$ cat config.mk
export PLATFORM = sky130hd
export DESIGN_NAME = pixel_batch_writer_flat
export DESIGN_NICKNAME = d
export VERILOG_FILES = /design/src/rtl/pixel_batch_writer_if.sv /design/src/rtl/pixel_batch_writer.sv /design/src/flat_wrapper.sv
export SDC_FILE = /design/constraint.sdc
export NUM_CORES = 1
export LEC_CHECK = 0
export BUFFER_PORTS_ARGS = -buffer_cell sky130_fd_sc_hd__buf_2
export CAP_MARGIN = 20
export CORE_MARGIN = 2
export CORE_UTILIZATION = 57
export CTS_CLUSTER_DIAMETER = 50
export CTS_CLUSTER_SIZE = 10
export DETAILED_ROUTE_END_ITERATION = 12
export PLACE_DENSITY = 0.85
export SYNTH_ARGS = -nofsm -noshare
export SYNTH_HDL_FRONTEND = slang
export SYNTH_SLANG_ARGS = --single-unit
$ cat constraint.sdc
create_clock -name clk -period 12.2 [get_ports clk]
set_input_delay 1.22 -clock clk [delete_from_list [all_inputs] [get_ports clk]]
set_output_delay 1.22 -clock clk [all_outputs]
set_load 0.03 [all_outputs]
$ cat src/rtl/pixel_batch_writer_if.sv
// Processor sequencing pulses, batch result and framebuffer write port of pixel_batch_writer.
// Latency: none; this interface only bundles wires.
// Backpressure: fb_wr_ready from the framebuffer side; result_ready is held by the processor until the next pulse.
interface pixel_batch_writer_if #(
  parameter int NUM_PIXELS  = 8,
  parameter int PIXEL_WIDTH = 12,
  parameter int ADDR_WIDTH  = 19
);
  logic                              new_frame;
  logic                              start_next_batch;
  logic [NUM_PIXELS*PIXEL_WIDTH-1:0] result;
  logic                              result_ready;
  logic                              fb_wr_en;
  logic [ADDR_WIDTH-1:0]             fb_wr_addr;
  logic [PIXEL_WIDTH-1:0]            fb_wr_data;
  logic                              fb_wr_ready;

  // Writer side: drives the processor pulses and the framebuffer write request.
  modport master (
    output new_frame, start_next_batch, fb_wr_en, fb_wr_addr, fb_wr_data,
    input  result, result_ready, fb_wr_ready
  );

  // Environment side: processor results and framebuffer acceptance.
  modport slave (
    input  new_frame, start_next_batch, fb_wr_en, fb_wr_addr, fb_wr_data,
    output result, result_ready, fb_wr_ready
  );
endinterface

$ cat src/rtl/pixel_batch_writer.sv
// Sequences pixel_processor batches for one frame and drains each batch, raster order, to the framebuffer.
// Latency: first write one cycle after a batch is captured; then one pixel per accepted cycle.
// Backpressure: fb_wr_ready low freezes addr/data and blocks the next capture; the processor holds result_ready.
module pixel_batch_writer #(
  parameter int NUM_PIXELS    = 8,
  parameter int PIXEL_WIDTH   = 12,
  parameter int SCREEN_WIDTH  = 640,
  parameter int SCREEN_HEIGHT = 480,
  parameter int ADDR_WIDTH    = 19
) (
  input  logic                 clk,
  input  logic                 reset,
  input  logic                 frame_start,
  output logic                 busy,
  output logic                 frame_done,
  pixel_batch_writer_if.master bus
);
  localparam int BW = NUM_PIXELS * PIXEL_WIDTH;
  localparam int XW = (SCREEN_WIDTH > 1) ? $clog2(SCREEN_WIDTH) : 1;
  localparam int YW = (SCREEN_HEIGHT > 1) ? $clog2(SCREEN_HEIGHT) : 1;
  localparam int CW = $clog2(NUM_PIXELS + 1);
  localparam logic [XW-1:0] LAST_X   = XW'(SCREEN_WIDTH - NUM_PIXELS);
  localparam logic [YW-1:0] LAST_Y   = YW'(SCREEN_HEIGHT - 1);
  localparam logic [XW-1:0] STEP_X   = XW'(NUM_PIXELS);
  localparam logic [CW-1:0] FULL_CNT = CW'(NUM_PIXELS);

  typedef enum logic [1:0] {IDLE, ISSUE_F, WAIT, FLUSH} state_t;
  state_t state, state_n;

  logic [BW-1:0]         shift_reg;
  logic [CW-1:0]         drain_cnt;
  logic [ADDR_WIDTH-1:0] wr_addr;
  logic [XW-1:0]         batch_x;
  logic [YW-1:0]         batch_y;
  logic                  wr_fire, drain_last, drain_free, last_batch, frame_go;
  logic                  capture, new_frame_c, next_batch_c;

  assign wr_fire    = (drain_cnt != '0) && bus.fb_wr_ready;
  assign drain_last = wr_fire && (drain_cnt == CW'(1));
  // A batch may be loaded once the drain is empty or empties on this very edge.
  assign drain_free = (drain_cnt == '0) || drain_last;
  assign last_batch = (batch_x == LAST_X) && (batch_y == LAST_Y);
  assign frame_go   = (state == IDLE) && frame_start;

  assign bus.new_frame        = new_frame_c;
  assign bus.start_next_batch = next_batch_c;
  assign bus.fb_wr_en         = (drain_cnt != '0);
  assign bus.fb_wr_addr       = wr_addr;
  assign bus.fb_wr_data       = shift_reg[PIXEL_WIDTH-1:0];
  assign busy                 = (state != IDLE) || (drain_cnt != '0);

  // State register.
  always_ff @(posedge clk or posedge reset) begin
    if (reset) state <= IDLE;
    else       state <= state_n;
  end

  // Next state and pulses. result_ready is only looked at in WAIT, which always
  // starts the cycle after a pulse, so the stale level from the previous batch is never seen.
  always_comb begin
    state_n      = state;
    capture      = 1'b0;
    new_frame_c  = 1'b0;
    next_batch_c = 1'b0;
    case (state)
      IDLE:    if (frame_start) state_n = ISSUE_F;
      ISSUE_F: begin
        new_frame_c = 1'b1;
        state_n     = WAIT;
      end
      WAIT: begin
        if (bus.result_ready && drain_free) begin
          capture = 1'b1;
          if (last_batch) state_n = FLUSH;
          else            next_batch_c = 1'b1;
        end
      end
      FLUSH:   if (drain_last) state_n = IDLE;
      default: state_n = IDLE;
    endcase
  end

  // Drain path: capture loads the batch, each accepted write shifts out pixel 0 and bumps the address.
  always_ff @(posedge clk or posedge reset) begin
    if (reset) begin
      shift_reg <= '0;
      drain_cnt <= '0;
      wr_addr   <= '0;
    end else begin
      if (capture) begin
        shift_reg <= bus.result;
        drain_cnt <= FULL_CNT;
      end else if (wr_fire) begin
        shift_reg <= shift_reg >> PIXEL_WIDTH;
        drain_cnt <= drain_cnt - CW'(1);
      end
      if (frame_go)     wr_addr <= '0;
      else if (wr_fire) wr_addr <= wr_addr + ADDR_WIDTH'(1);
    end
  end

  // Position of the batch being awaited; advances together with start_next_batch.
  always_ff @(posedge clk or posedge reset) begin
    if (reset) begin
      batch_x <= '0;
      batch_y <= '0;
    end else if (frame_go) begin
      batch_x <= '0;
      batch_y <= '0;
    end else if (next_batch_c) begin
      if (batch_x == LAST_X) begin
        batch_x <= '0;
        batch_y <= batch_y + YW'(1);
      end else begin
        batch_x <= batch_x + STEP_X;
      end
    end
  end

  // frame_done pulses the cycle after the last pixel of the frame is accepted.
  always_ff @(posedge clk or posedge reset) begin
    if (reset) frame_done <= 1'b0;
    else       frame_done <= (state == FLUSH) && drain_last;
  end
endmodule

$ cat src/flat_wrapper.sv
// flat-port wrapper written by rule: the top's interface ports become plain ports
module pixel_batch_writer_flat 
#(
  parameter int NUM_PIXELS    = 8,
  parameter int PIXEL_WIDTH   = 12,
  parameter int SCREEN_WIDTH  = 640,
  parameter int SCREEN_HEIGHT = 480,
  parameter int ADDR_WIDTH    = 19
)
  (clk, reset, frame_start, busy, frame_done, bus_new_frame, bus_start_next_batch, bus_fb_wr_en, bus_fb_wr_addr, bus_fb_wr_data, bus_result, bus_result_ready, bus_fb_wr_ready);
  pixel_batch_writer_if #(.NUM_PIXELS(NUM_PIXELS), .PIXEL_WIDTH(PIXEL_WIDTH), .ADDR_WIDTH(ADDR_WIDTH)) bus_i ();
  input  logic clk;
  input  logic reset;
  input  logic frame_start;
  output logic busy;
  output logic frame_done;
  output wire logic [$bits(bus_i.new_frame)-1:0] bus_new_frame;
  output wire logic [$bits(bus_i.start_next_batch)-1:0] bus_start_next_batch;
  output wire logic [$bits(bus_i.fb_wr_en)-1:0] bus_fb_wr_en;
  output wire logic [$bits(bus_i.fb_wr_addr)-1:0] bus_fb_wr_addr;
  output wire logic [$bits(bus_i.fb_wr_data)-1:0] bus_fb_wr_data;
  input wire logic [$bits(bus_i.result)-1:0] bus_result;
  input wire logic [$bits(bus_i.result_ready)-1:0] bus_result_ready;
  input wire logic [$bits(bus_i.fb_wr_ready)-1:0] bus_fb_wr_ready;
  assign bus_new_frame = bus_i.new_frame;
  assign bus_start_next_batch = bus_i.start_next_batch;
  assign bus_fb_wr_en = bus_i.fb_wr_en;
  assign bus_fb_wr_addr = bus_i.fb_wr_addr;
  assign bus_fb_wr_data = bus_i.fb_wr_data;
  assign bus_i.result = bus_result;
  assign bus_i.result_ready = bus_result_ready;
  assign bus_i.fb_wr_ready = bus_fb_wr_ready;
  pixel_batch_writer #(.NUM_PIXELS(NUM_PIXELS), .PIXEL_WIDTH(PIXEL_WIDTH), .SCREEN_WIDTH(SCREEN_WIDTH), .SCREEN_HEIGHT(SCREEN_HEIGHT), .ADDR_WIDTH(ADDR_WIDTH)) u_core (.clk(clk), .reset(reset), .frame_start(frame_start), .busy(busy), .frame_done(frame_done), .bus(bus_i));
endmodule
# Word-level counts from Yosys, hierarchy flattened

Index checks and enable logic that the tools add are counted.

Muxes and demuxes: 23
Equality and inequality tests: 10
Reduce and logical (&&, ||, !) cells: 18
Add/sub/neg operators: 4

Operator list:

| kind                                                   | number |
|---|---|
| two-way mux 96 bit                                     | 2 |
| two-way mux 19 bit                                     | 2 |
| two-way mux 10 bit                                     | 3 |
| two-way mux 9 bit                                      | 3 |
| adder 19 x 1 -> 19 bit (second input constant)         | 1 |
| adder 10 x 4 -> 10 bit (second input constant)         | 1 |
| equality test 10 bit (second input constant)           | 1 |
| nonzero test 2 bit                                     | 5 |
| adder 9 x 1 -> 9 bit (second input constant)           | 1 |
| equality test 9 bit (second input constant)            | 1 |
| two-way mux 2 bit                                      | 4 |
| two-way mux 4 bit                                      | 2 |
| case mux 2 bit (4 select lines)                        | 1 |
| logical AND 1 bit                                      | 6 |
| two-way mux 1 bit                                      | 6 |
| inequality test 2 x 1 -> 1 bit (second input constant) | 3 |
| equality test 2 bit (second input constant)            | 2 |
| equality test 4 x 1 -> 1 bit (second input constant)   | 1 |
| zero test 4 bit                                        | 1 |
| AND reduction 4 bit                                    | 1 |
| nonzero test 4 bit                                     | 1 |
| subtractor 4 x 1 -> 4 bit (second input constant)      | 1 |
| equality test 2 x 1 -> 1 bit (second input constant)   | 1 |
| zero test 2 bit                                        | 1 |
| other kinds (3)                                        | 4 |

Logic and storage cells: 62
Register bits after elaboration: 141
Output and inout port bits: 36
Bits of input ports: 101

# Depth between registers and ports, before layout

Gate-level depths: netlist of run 1.

Depth after elaboration: 9
Mapped depth: 9
Gate-level depth less buffers: 8

# Least setup slack after synthesis of run 1

Ideal clock, no wire load.

Path kind: input to output
From: in bus_fb_wr_ready
To: out bus_start_next_batch
Path slack: 8.987 ns
Data required time: 10.980 ns
Buffers on the path: 0
Arrival time: 1.993 ns
Stages: 3
Path through: a21o_1 > nand4_4 > a21oi_2

Cells in the longest elaborated chain, start to end: 6

RTL lines:

| element           | line                     | text |
|---|---|---|
| from (decl)       | flat_wrapper.sv:24       | `input wire logic [$bits(bus_i.fb_wr_ready)-1:0] bus_fb_wr_ready;` |
| logical AND 1 bit | pixel_batch_writer.sv:38 | `assign wr_fire = (drain_cnt != '0) && bus.fb_wr_ready;` |
| logical AND 1 bit | pixel_batch_writer.sv:39 | `assign drain_last = wr_fire && (drain_cnt == CW'(1));` |
| logical OR 1 bit  | pixel_batch_writer.sv:41 | `assign drain_free = (drain_cnt == '0) \|\| drain_last;` |
| logical AND 1 bit | pixel_batch_writer.sv:72 | `if (bus.result_ready && drain_free) begin` |
| two-way mux 1 bit | pixel_batch_writer.sv:72 |  |
| two-way mux 1 bit | pixel_batch_writer.sv:65 | `case (state)` |
| to (decl)         | flat_wrapper.sv:18       | `output wire logic [$bits(bus_i.start_next_batch)-1:0] bus_start_next_batch;` |

Every way passes these cells.

# Worst setup path after layout of run 1

Ends and elaborated chain as after synthesis.

==> results.sh, run 1 <==
export IMPL_setup_viol=0
export IMPL_synth_edf_count=0
export IMPL_drv_cap=0
export IMPL_vias_per_cell=5.637
export IMPL_core_um2=11270
export IMPL_fin_util_pct=68.88
export IMPL_wl_um=15080
export IMPL_synth_seq_area_share_pct=53.09
export IMPL_syn_inst=721
export IMPL_num_io_pins=137
export IMPL_r2r_cells=7
export IMPL_cts_max_level=4
export IMPL_holdCritPathClass="reg -> reg"
export IMPL_fin_crit_ns=4.181
export IMPL_crit_fanout=53
export IMPL_largest_reg_flops=96
export IMPL_yosysWarnings=0
export IMPL_portBuffers=136
export IMPL_max_clock_freq_mhz=239.2
export IMPL_synth_nets=832
export IMPL_clkTransAtPathRegs_ns=0.05
export IMPL_drc=0
export IMPL_synth_top_area_share_pct=53.09
export IMPL_top_layer="met4"
export IMPL_fin_crit_sh_pct=34.27
export IMPL_synth_top_cell_by_area="dfrtp_1"
export IMPL_grt_max_degree=128
export IMPL_drt_initial_drc_count=502
export IMPL_r2r_start="u_core.drain_cnt[0]"
export IMPL_setup_worst_path_class="in -> out"
export IMPL_tns_ns=0
export IMPL_leakagePower_nw=3.786
export IMPL_reg2reg_slack_ns=9.47
export IMPL_hpwl_um=9424
export IMPL_tightest_slew_ns=0.9790
export IMPL_crit_required_ns=10.98
export IMPL_synthToLayoutAreaGrowth_pct=19.35
export IMPL_die_w_um=110.8
export IMPL_min_delay_worst_endpoint="u_core.shift_reg[89]"
export IMPL_avgSynthCellArea_um2=9.022
export IMPL_post_cts_buffers=0
export IMPL_status="completed"
export IMPL_cts_root_buf="clkbuf_16"
export IMPL_min_from="u_core.shift_reg[89]"
export IMPL_nNetsFinal=933
export IMPL_cpMostUsedCell="buf_2"
export IMPL_rsz0062_at_grt="false"
export IMPL_drive_above_1_share_pct=21.92
export IMPL_slew_headroom_pct=34.73
export IMPL_hold_viol_final=0
export IMPL_start_util_pct=57.71
export IMPL_cts_tree="built"
export IMPL_ctsHoldBuffers=0
export IMPL_met1Wirelength_um=6686
export IMPL_yosys_cell_types_count=44
export IMPL_ant_nets=0
export IMPL_path_cells="buf_2, a21o_1, nand4_4, a21oi_2, buf_2"
export IMPL_maxSlewViolCount=0
export IMPL_antenna_found_initial=1
export IMPL_hold_depth=1
export IMPL_clk_latency_ns=0.42
export IMPL_worst_ep_arrival_time_ns=2.96
export IMPL_finClkSkew_ns=0.006389
export IMPL_vdd_drop_max_uv=147.6
export IMPL_first_pass_iters=5
export IMPL_cts_sinks=138
export IMPL_rows=39
export IMPL_die_area_um2=12280
export IMPL_async_flop_share_pct=100.0
export IMPL_dr_wl_met2_um=7175
export IMPL_syn_cell_area_um2=6505
export IMPL_met3WireLength_um=938
export IMPL_vias=5519
export IMPL_critPathMaxStageDelay_ns=0.58
export IMPL_r2r_end="u_core.shift_reg[90]"
export IMPL_synth_ff_type="dfrtp_1"
export IMPL_cts_buffer_depth=2
export IMPL_n_fill_cell=847
export IMPL_dieHeight_um=110.8
export IMPL_grt_pass1_wl_um=25090
export IMPL_slowest_stage="nand4_4"
export IMPL_grt_overflow=0
export IMPL_cts_buffers=17
export IMPL_grt_util_all_layers_pct=25.30
export IMPL_powerDensity_nw_per_um2=203.7
export IMPL_ys_seq_elements=138
export IMPL_gp_congestion=0.8036
export IMPL_routedWlPerCell_um=15.40
export IMPL_post_cts_resized=0
export IMPL_grt_pass1_vias=5222
export IMPL_power_w=0.001581
export IMPL_endpoint_kind="output port"
export IMPL_cp_start_kind="input pin"
export IMPL_synth_area_top_cells="dfrtp_1 53%, nand2_1 11%, a31oi_1 8.2%, nor2_1 6.9%, xnor2_1 2.3%"
## worst max path at each step
stage,endpoint,start,cells past startpoint
final,bus_start_next_batch,bus_fb_wr_ready,5
after floorplan,u_core.batch_x[3],reset,1
after global placement,bus_start_next_batch,bus_fb_wr_ready,5
after detailed placement,bus_start_next_batch,bus_fb_wr_ready,5
after CTS,bus_start_next_batch,bus_fb_wr_ready,5
after global routing,bus_start_next_batch,bus_fb_wr_ready,5
## report_power, final
part / internal [W] / switching (W)
clock: 0.000350 / 0.000183
sequential: 0.000584 / 0.0000878
combinational: 0.000140 / 0.000237
## layer usage
metal / track usage, % / up-vias
met1: 34.72 / 2678
li1: - / 2635
met3: 6.944 / 22
met4: 8.917 / 0
met2: 39.10 / 184
met5: 0 / -
## kinds of logic after synthesis
logic type                 Yosys count  share of synthesized area, %
AOI/OAI and AO/OA                  112                         11.43
xor gates and xnor gates            32                         4.309
adders and majority gates           10                         1.923
buffers and inverters               69                         5.251
DFF                                138                         53.09
muxes                                2                        0.3270
and+or+nand+nor                    358                         23.68
## cell usage after synthesis, types with 2 or more instances
master      n
nand2_1   182
dfrtp_1   138
nor2_1    120
a31oi_1    85
clkbuf_1   25
xnor2_1    17
buf_2      15
buf_4      15
nand3_1    15
xor2_1     15
a22o_1     12
ha_1       10
inv_1      10
nor4_1      7
and3_1      6
nand4_1     6
a21oi_1     4
and4_1      4
and2_1      3
buf_1       3
nor3_1      3
a211oi_1    2
nor3b_1     2
o21ai_0     2
## cell type report
| class | instances | area (um^2) | share of cell area (%) |
|---|---|---|---|
| Sequential cell | 138 | 3453 | 44.48 |
| Tap cell | 143 | 178.9 | 2.305 |
| Clock inverter | 5 | 77.57 | 0.9992 |
| Antenna cell | 1 | 2.502 | 0.03223 |
| Timing Repair Buffer | 141 | 735.7 | 9.476 |
| Inverter | 10 | 42.54 | 0.5479 |
| Multi-Input combinational cell | 514 | 2720 | 35.04 |
| Clock buffer | 27 | 553.0 | 7.123 |
## worst max-delay path, delay by kind of cell
kind | cells | cell delay (ns)
buffers and inverters | 2 | 0.42
AND/OR/NAND/NOR | 1 | 0.58
AO/OA/AOI/OAI | 2 | 0.74
## stage by stage
| stage | setup WS, ns | hold slack (ns) | cells | cell area, um^2 |
|---|---|---|---|---|
| floorplan | 7.284 | 0.4657 | 721 | 6505 |
| global placement | 8.073 | 0.4837 | 944 | 7098 |
| detailed placement | 8.019 | 0.4825 | 944 | 7098 |
| CTS | 8.017 | 0.5020 | 976 | 7729 |
| global route | 7.859 | 0.5315 | 978 | 7761 |
| finish | 8.019 | 0.5044 | 979 | 7764 |
## layout by cell type (no fill, tap or decap), types with 3 or more instances in the layout
| cell type | Yosys | layout |
|---|---|---|
| a22o_1 | 12 | 12 |
| buf_4 | 15 | 3 |
| nor4_1 | 7 | 7 |
| clkbuf_16 | 0 | 17 |
| ha_1 | 10 | 10 |
| nand4_1 | 6 | 6 |
| nand2_1 | 182 | 181 |
| buf_2 | 15 | 136 |
| xor2_1 | 15 | 15 |
| nor3_1 | 3 | 3 |
| dfrtp_1 | 138 | 138 |
| nor2_1 | 120 | 120 |
| a31oi_1 | 85 | 85 |
| and4_1 | 4 | 4 |
| inv_1 | 10 | 9 |
| and3_1 | 6 | 6 |
| clkbuf_8 | 0 | 9 |
| a21oi_1 | 4 | 4 |
| nand3_1 | 15 | 15 |
| xnor2_1 | 17 | 17 |
Power figures use the tool's default switching activity.
==> inputs of run 2 (changes only) <==
- CORE_UTILIZATION: 57 -> 55
- PLACE_DENSITY: 0.85 -> 0.82
- clock period: 12.2 -> 4.4 ns (I/O delays scaled with it)
==> run 2 against run 1 <==
Sequential cell count is the same. First-iteration DRC count grew 1.0%. Highest routed layer unchanged. Clock power grew to 2.8 times the previous value. Combinational power grew to 2.8 times the previous value. Critical endpoint unchanged. Largest power group unchanged. Critical path depth grew 1.
==> results.sh, run 2 (synthesis gave the netlist of run 1 again) <==
export IMPL_drc=0
export IMPL_wl_um=15060
export IMPL_grt_util_all_layers_pct=24.66
export IMPL_fin_crit_sh_pct=70.75
export IMPL_cts_sinks=138
export IMPL_largest_reg_flops=96
export IMPL_post_cts_resized=0
export IMPL_clock_power_share_pct=33.8
export IMPL_final_common_cell="nand2_1"
export IMPL_grt_pass1_wl_um=25210
export IMPL_crit_fanout=48
export IMPL_hold_viol_final=0
export IMPL_slowest_stage="nand4_4"
export IMPL_setup_viol=0
export IMPL_critPathLaunch="u_core.drain_cnt[0]"
export IMPL_drive_above_1_share_pct=21.68
export IMPL_start_util_pct=56.73
export IMPL_num_antenna_cells=0
export IMPL_endpoint_kind="output port"
export IMPL_r2r_start="u_core.drain_cnt[0]"
export IMPL_cts_buffer_depth=2
export IMPL_fin_hold_ws_ns=0.2006
export IMPL_num_io_pins=137
export IMPL_status="completed"
export IMPL_vias=5532
export IMPL_portBuffers=136
export IMPL_gp_congestion=0.7953
export IMPL_drt_initial_drc_count=507
export IMPL_r2r_cells=7
export IMPL_post_cts_buffers=0
export IMPL_internal_power_w=0.002990
export IMPL_hpwl_um=10050
export IMPL_cp_start_kind="register"
export IMPL_leakagePower_nw=3.772
export IMPL_max_clock_freq_mhz=321.2
export IMPL_crit_required_ns=3.96
export IMPL_powerDensity_nw_per_um2=567.9
export IMPL_vdd_drop_max_uv=388.7
export IMPL_path_buf_inv=2
export IMPL_r2r_end="u_core.shift_reg[93]"
export IMPL_cts_tree="built"
export IMPL_dieHeight_um=112.8
export IMPL_core_um2=11470
export IMPL_drv_cap=0
export IMPL_grt_pass1_vias=5275
export IMPL_setup_worst_path_class="reg -> out"
export IMPL_tns_ns=0
export IMPL_nNetsFinal=933
export IMPL_cts_root_buf="clkbuf_16"
export IMPL_rows=39
export IMPL_holdCritPathClass="in -> async"
export IMPL_slew_headroom_pct=35.02
export IMPL_p_sw_w=0.001404
export IMPL_finClkSkew_ns=0.006574
export IMPL_maxSlewViolCount=0
export IMPL_ctsHoldBuffers=0
export IMPL_clk_latency_ns=0.41
export IMPL_swShare_pct=31.96
export IMPL_clkTransAtPathRegs_ns=0.06
export IMPL_grt_overflow=0
export IMPL_grt_max_degree=99
export IMPL_vias_per_cell=5.656
export IMPL_cts_buffers=17
export IMPL_fin_crit_ns=3.113
export IMPL_path_cells="inv_1, ha_1, a21o_1, nand4_4, a21oi_2, buf_2"
export IMPL_tightest_slew_ns=0.9747
export IMPL_ant_nets=0
export IMPL_reg2reg_slack_ns=1.64
export IMPL_routedWlPerCell_um=15.39
export IMPL_worst_ep_arrival_time_ns=2.67
export IMPL_die_w_um=112.8
export IMPL_cts_max_level=4
export IMPL_path_delay_family="compound AO/OA/AOI/OAI gates"
export IMPL_seqPwrFrac_pct=42.2
export IMPL_first_pass_iters=9
export IMPL_rsz0062_at_grt="false"
export IMPL_critPathMaxStageDelay_ns=0.52
export IMPL_synthToLayoutAreaGrowth_pct=18.95
export IMPL_antenna_found_initial=0
export IMPL_die_area_um2=12710
export IMPL_final_cell_mix="181 x nand2_1, 138 x dfrtp_1, 137 x buf_2"
export IMPL_p_comb_share_pct=24.0
[run 2: changes by cell type in the layout (fill, tap and decap cells not counted), sizes merged]
cell    before  now
diode        1    0
bufinv       2    3
clkbuf      28   26
buf        140  141
[run 2: how the worst max path moves through the flow]
stage	end	slack, ns	cells after the start
after floorplan	u_core.batch_x[3]	0.26	1
final	bus_start_next_batch	1.29	6
after CTS	bus_start_next_batch	1.25	6
after global placement	bus_start_next_batch	1.81	6
after detailed placement	u_core.shift_reg[89]	1.68	7
after global routing	bus_start_next_batch	1.07	6
[run 2: layout make-up]
type | instances | area [um^2]
fill | 887 | 3730
sequential | 138 | 3453
multi-input combinational | 514 | 2720
timing repair buffer | 141 | 715.7
clock buffer | 26 | 519.2
tap | 143 | 178.9
clock inverter | 6 | 107.6
inverter | 10 | 42.54
[run 2: power groups by stage]
stage | Sequential [W] | Clock [W] | Combinational (W)
detailed placement | 0.00187 | 0 | 0.00105
floorplan | 0.00184 | 0 | 0.000852
finish | 0.00186 | 0.00149 | 0.00105
CTS | 0.00185 | 0.00151 | 0.00106
global route | 0.00190 | 0.00157 | 0.00118
global placement | 0.00185 | 0 | 0.00101
[run 2: per-layer routing]
metal  routed length, um  track usage (%)  vias to the layer above
met5                   0                0                        -
met4                 272            9.024                        0
met3                 918            6.160                       21
met2                7297            38.32                      186
met1                6567            34.02                     2696
li1                    -                -                     2629
[run 2: worst reg2reg max path, stage by stage, from the launching register on]
cell and delay (ns):
dfrtp_1 0.42, inv_1 0.06, ha_1 0.26, nor3b_4 0.19, inv_1 0.14, and2_4 0.78, nor2_1 0.50, a22o_1 0.29
[run 2: metrics by stage]
| step | setup slack [ns] | power (W) | std cells | util [%] | cell area, um^2 |
|---|---|---|---|---|---|
| 5_1_grt | 1.073 | 0.004646 | 978 | 67.47 | 7737 |
| 4_1_cts | 1.253 | 0.004421 | 977 | 67.43 | 7732 |
| 6_report | 1.287 | 0.004394 | 978 | 67.47 | 7737 |
| 2_1_floorplan | 0.2638 | 0.002695 | 721 | - | 6505 |
| 3_5_place_dp | 1.681 | 0.002923 | 945 | 61.96 | 7106 |
| 3_3_place_gp | 1.813 | 0.002863 | 945 | 61.96 | 7106 |
==> inputs of run 3 (changes only) <==
- clock period: 4.4 -> 3.11 ns (I/O delays scaled with it)
==> run 3 against run 2 <==
Power increased by 38%. Sequential power increased by 41%. First-iteration DRC count decreased by 5.5%. Sequential cell count unchanged. Register-to-register slack got worse by 0.89 ns. Clock skew decreased by 0.0018 ns. Non-clock buffer count increased by 5. Die area unchanged. Worst hold slack got worse by 0.081 ns. Critical path depth unchanged. Design area increased by 0.15%. Critical path type unchanged.
==> results.sh, run 3 (synthesis gave the netlist of run 1 again) <==
export IMPL_status="completed"
export IMPL_rsz0062_at_grt="false"
export IMPL_post_cts_resized=0
export IMPL_vias_per_cell=5.545
export IMPL_cts_buffers=17
export IMPL_clk_latency_ns=0.42
export IMPL_clock_power_share_pct=32.2
export IMPL_portBuffers=136
export IMPL_r2r_start="u_core.drain_cnt[0]"
export IMPL_gp_congestion=0.8288
export IMPL_cp_start_kind="register"
export IMPL_synthToLayoutAreaGrowth_pct=19.12
export IMPL_max_clock_freq_mhz=404.7
export IMPL_cts_root_buf="clkbuf_16"
export IMPL_setup_viol=0
export IMPL_drt_initial_drc_count=479
export IMPL_nNetsFinal=938
export IMPL_die_w_um=112.8
export IMPL_fin_area_um2=7749
export IMPL_n_fill_cell=911
export IMPL_placed_area_um2=7174
export IMPL_leakagePower_nw=3.780
export IMPL_dieHeight_um=112.8
export IMPL_min_delay_worst_endpoint="u_core.shift_reg[86]"
export IMPL_vdd_drop_max_uv=543.2
export IMPL_internal_power_w=0.004093
export IMPL_hold_viol_final=0
export IMPL_endpoint_kind="output port"
export IMPL_grt_util_all_layers_pct=24.79
export IMPL_routedWlPerCell_um=15.25
export IMPL_cts_tree="built"
export IMPL_path_delay_family="compound AO/OA/AOI/OAI gates"
export IMPL_grt_pass1_wl_um=25320
export IMPL_crit_fanout=12
export IMPL_path_buf_inv=2
export IMPL_slowest_stage="dfrtp_1"
export IMPL_rows=39
export IMPL_tightest_slew_ns=0.7077
export IMPL_die_area_um2=12710
export IMPL_placed_cells=951
export IMPL_p_comb_share_pct=24.6
export IMPL_hpwl_um=10020
export IMPL_powerDensity_nw_per_um2=785.4
export IMPL_finalNonFillerCells=983
export IMPL_fin_util_pct=67.57
export IMPL_drv_cap=0
export IMPL_slew_headroom_pct=52.82
export IMPL_final_common_cell="nand2_1"
export IMPL_tns_ns=0
export IMPL_clkTransAtPathRegs_ns=0.05
export IMPL_multi_input_area_um2=2720
export IMPL_wl_um=14990
export IMPL_drc=0
export IMPL_start_util_pct=56.73
export IMPL_largest_reg_flops=96
export IMPL_cts_max_level=4
export IMPL_p_sw_w=0.001993
export IMPL_grt_max_degree=169
export IMPL_r2r_end="u_core.shift_reg[12]"
export IMPL_worst_ep_arrival_time_ns=2.16
export IMPL_critPathMaxStageDelay_ns=0.39
export IMPL_cts_buffer_depth=2
export IMPL_ctsHoldBuffers=0
export IMPL_maxSlewViolCount=0
export IMPL_grt_overflow=0
export IMPL_reg2reg_slack_ns=0.75
export IMPL_fin_crit_sh_pct=79.46
export IMPL_vias=5451
export IMPL_holdCritPathClass="in -> reg"
export IMPL_fin_crit_ns=2.471
export IMPL_fin_hold_ws_ns=0.1191
export IMPL_swShare_pct=32.74
export IMPL_num_io_pins=137
export IMPL_setup_worst_path_class="reg -> out"
export IMPL_grt_pass1_vias=5437
export IMPL_post_cts_buffers=0
export IMPL_path_cells="inv_1, ha_1, a21o_1, nand4_4, a21oi_2, buf_2"
export IMPL_hold_depth=2
export IMPL_first_pass_iters=6
export IMPL_finClkSkew_ns=0.004807
export IMPL_core_um2=11470
export IMPL_seq_area_um2=3453
export IMPL_antenna_found_initial=0
export IMPL_min_from="bus_result[86]"
export IMPL_seqPwrFrac_pct=43.3
export IMPL_critPathLaunch="u_core.drain_cnt[1]"
export IMPL_r2r_cells=8
export IMPL_crit_required_ns=2.80
export IMPL_cts_sinks=138
export IMPL_drive_above_1_share_pct=22.02
export IMPL_ant_nets=0
export IMPL_num_antenna_cells=0
export IMPL_final_cell_mix="181 x nand2_1, 138 x dfrtp_1, 136 x buf_2"
run 3: cell types whose count changed in the layout (fill, tap and decap cells not counted), sizes merged:
cell,before,now
bufinv,3,2
clkinv,2,5
buf,141,146
inv,10,9
clkbuf,26,24
clkinvlp,1,2
run 3: power groups by stage:
stage          Combinational (W)  Sequential, W  Clock, W
2_1_floorplan            0.00121        0.00261         0
3_3_place_gp             0.00144        0.00264         0
5_1_grt                  0.00169        0.00269   0.00207
6_report                 0.00150        0.00263   0.00196
3_5_place_dp             0.00150        0.00266         0
4_1_cts                  0.00151        0.00263   0.00199
run 3: stage by stage:
step / setup WS (ns) / total power [W]
final: 0.6389 / 0.006086
after global routing: 0.4656 / 0.006445
after CTS: 0.5990 / 0.006132
after detailed placement: 0.7379 / 0.004161
after global placement: 0.8623 / 0.004084
after floorplan: 1.078 / 0.003813
run 3: worst reg2reg max path, stage by stage, from the launching register on:
cell	delay, ns
dfrtp_1	0.40
inv_1	0.06
ha_1	0.25
nor3b_4	0.18
inv_1	0.15
and2_4	0.56
buf_4	0.39
nand2_1	0.10
a31oi_1	0.19
run 3: layout make-up:
class | instances | area share (%)
well taps | 143 | 2.309
clock inverters | 8 | 1.195
inverters | 10 | 0.5329
flip-flops and latches | 138 | 44.57
clock buffers | 24 | 6.217
multi-input cells | 514 | 35.10
repair buffers | 146 | 10.08
run 3: metal layers:
layer	GRT usage [%]	up-vias	routed length, um
met5	0	-	0
met4	9.756	0	335
met3	6.588	28	842
met2	38.72	174	7218
met1	33.42	2612	6593
li1	-	2637	-
run 3: how the worst max path moves through the flow:
stage                           endpoint  slack, ns  depth (start not counted)
floorplan              u_core.batch_x[3]       1.08                          1
global placement    u_core.shift_reg[23]       0.86                          8
detailed placement  u_core.shift_reg[12]       0.74                          8
CTS                 bus_start_next_batch       0.60                          6
global route        bus_start_next_batch       0.47                          6
finish              bus_start_next_batch       0.64                          6
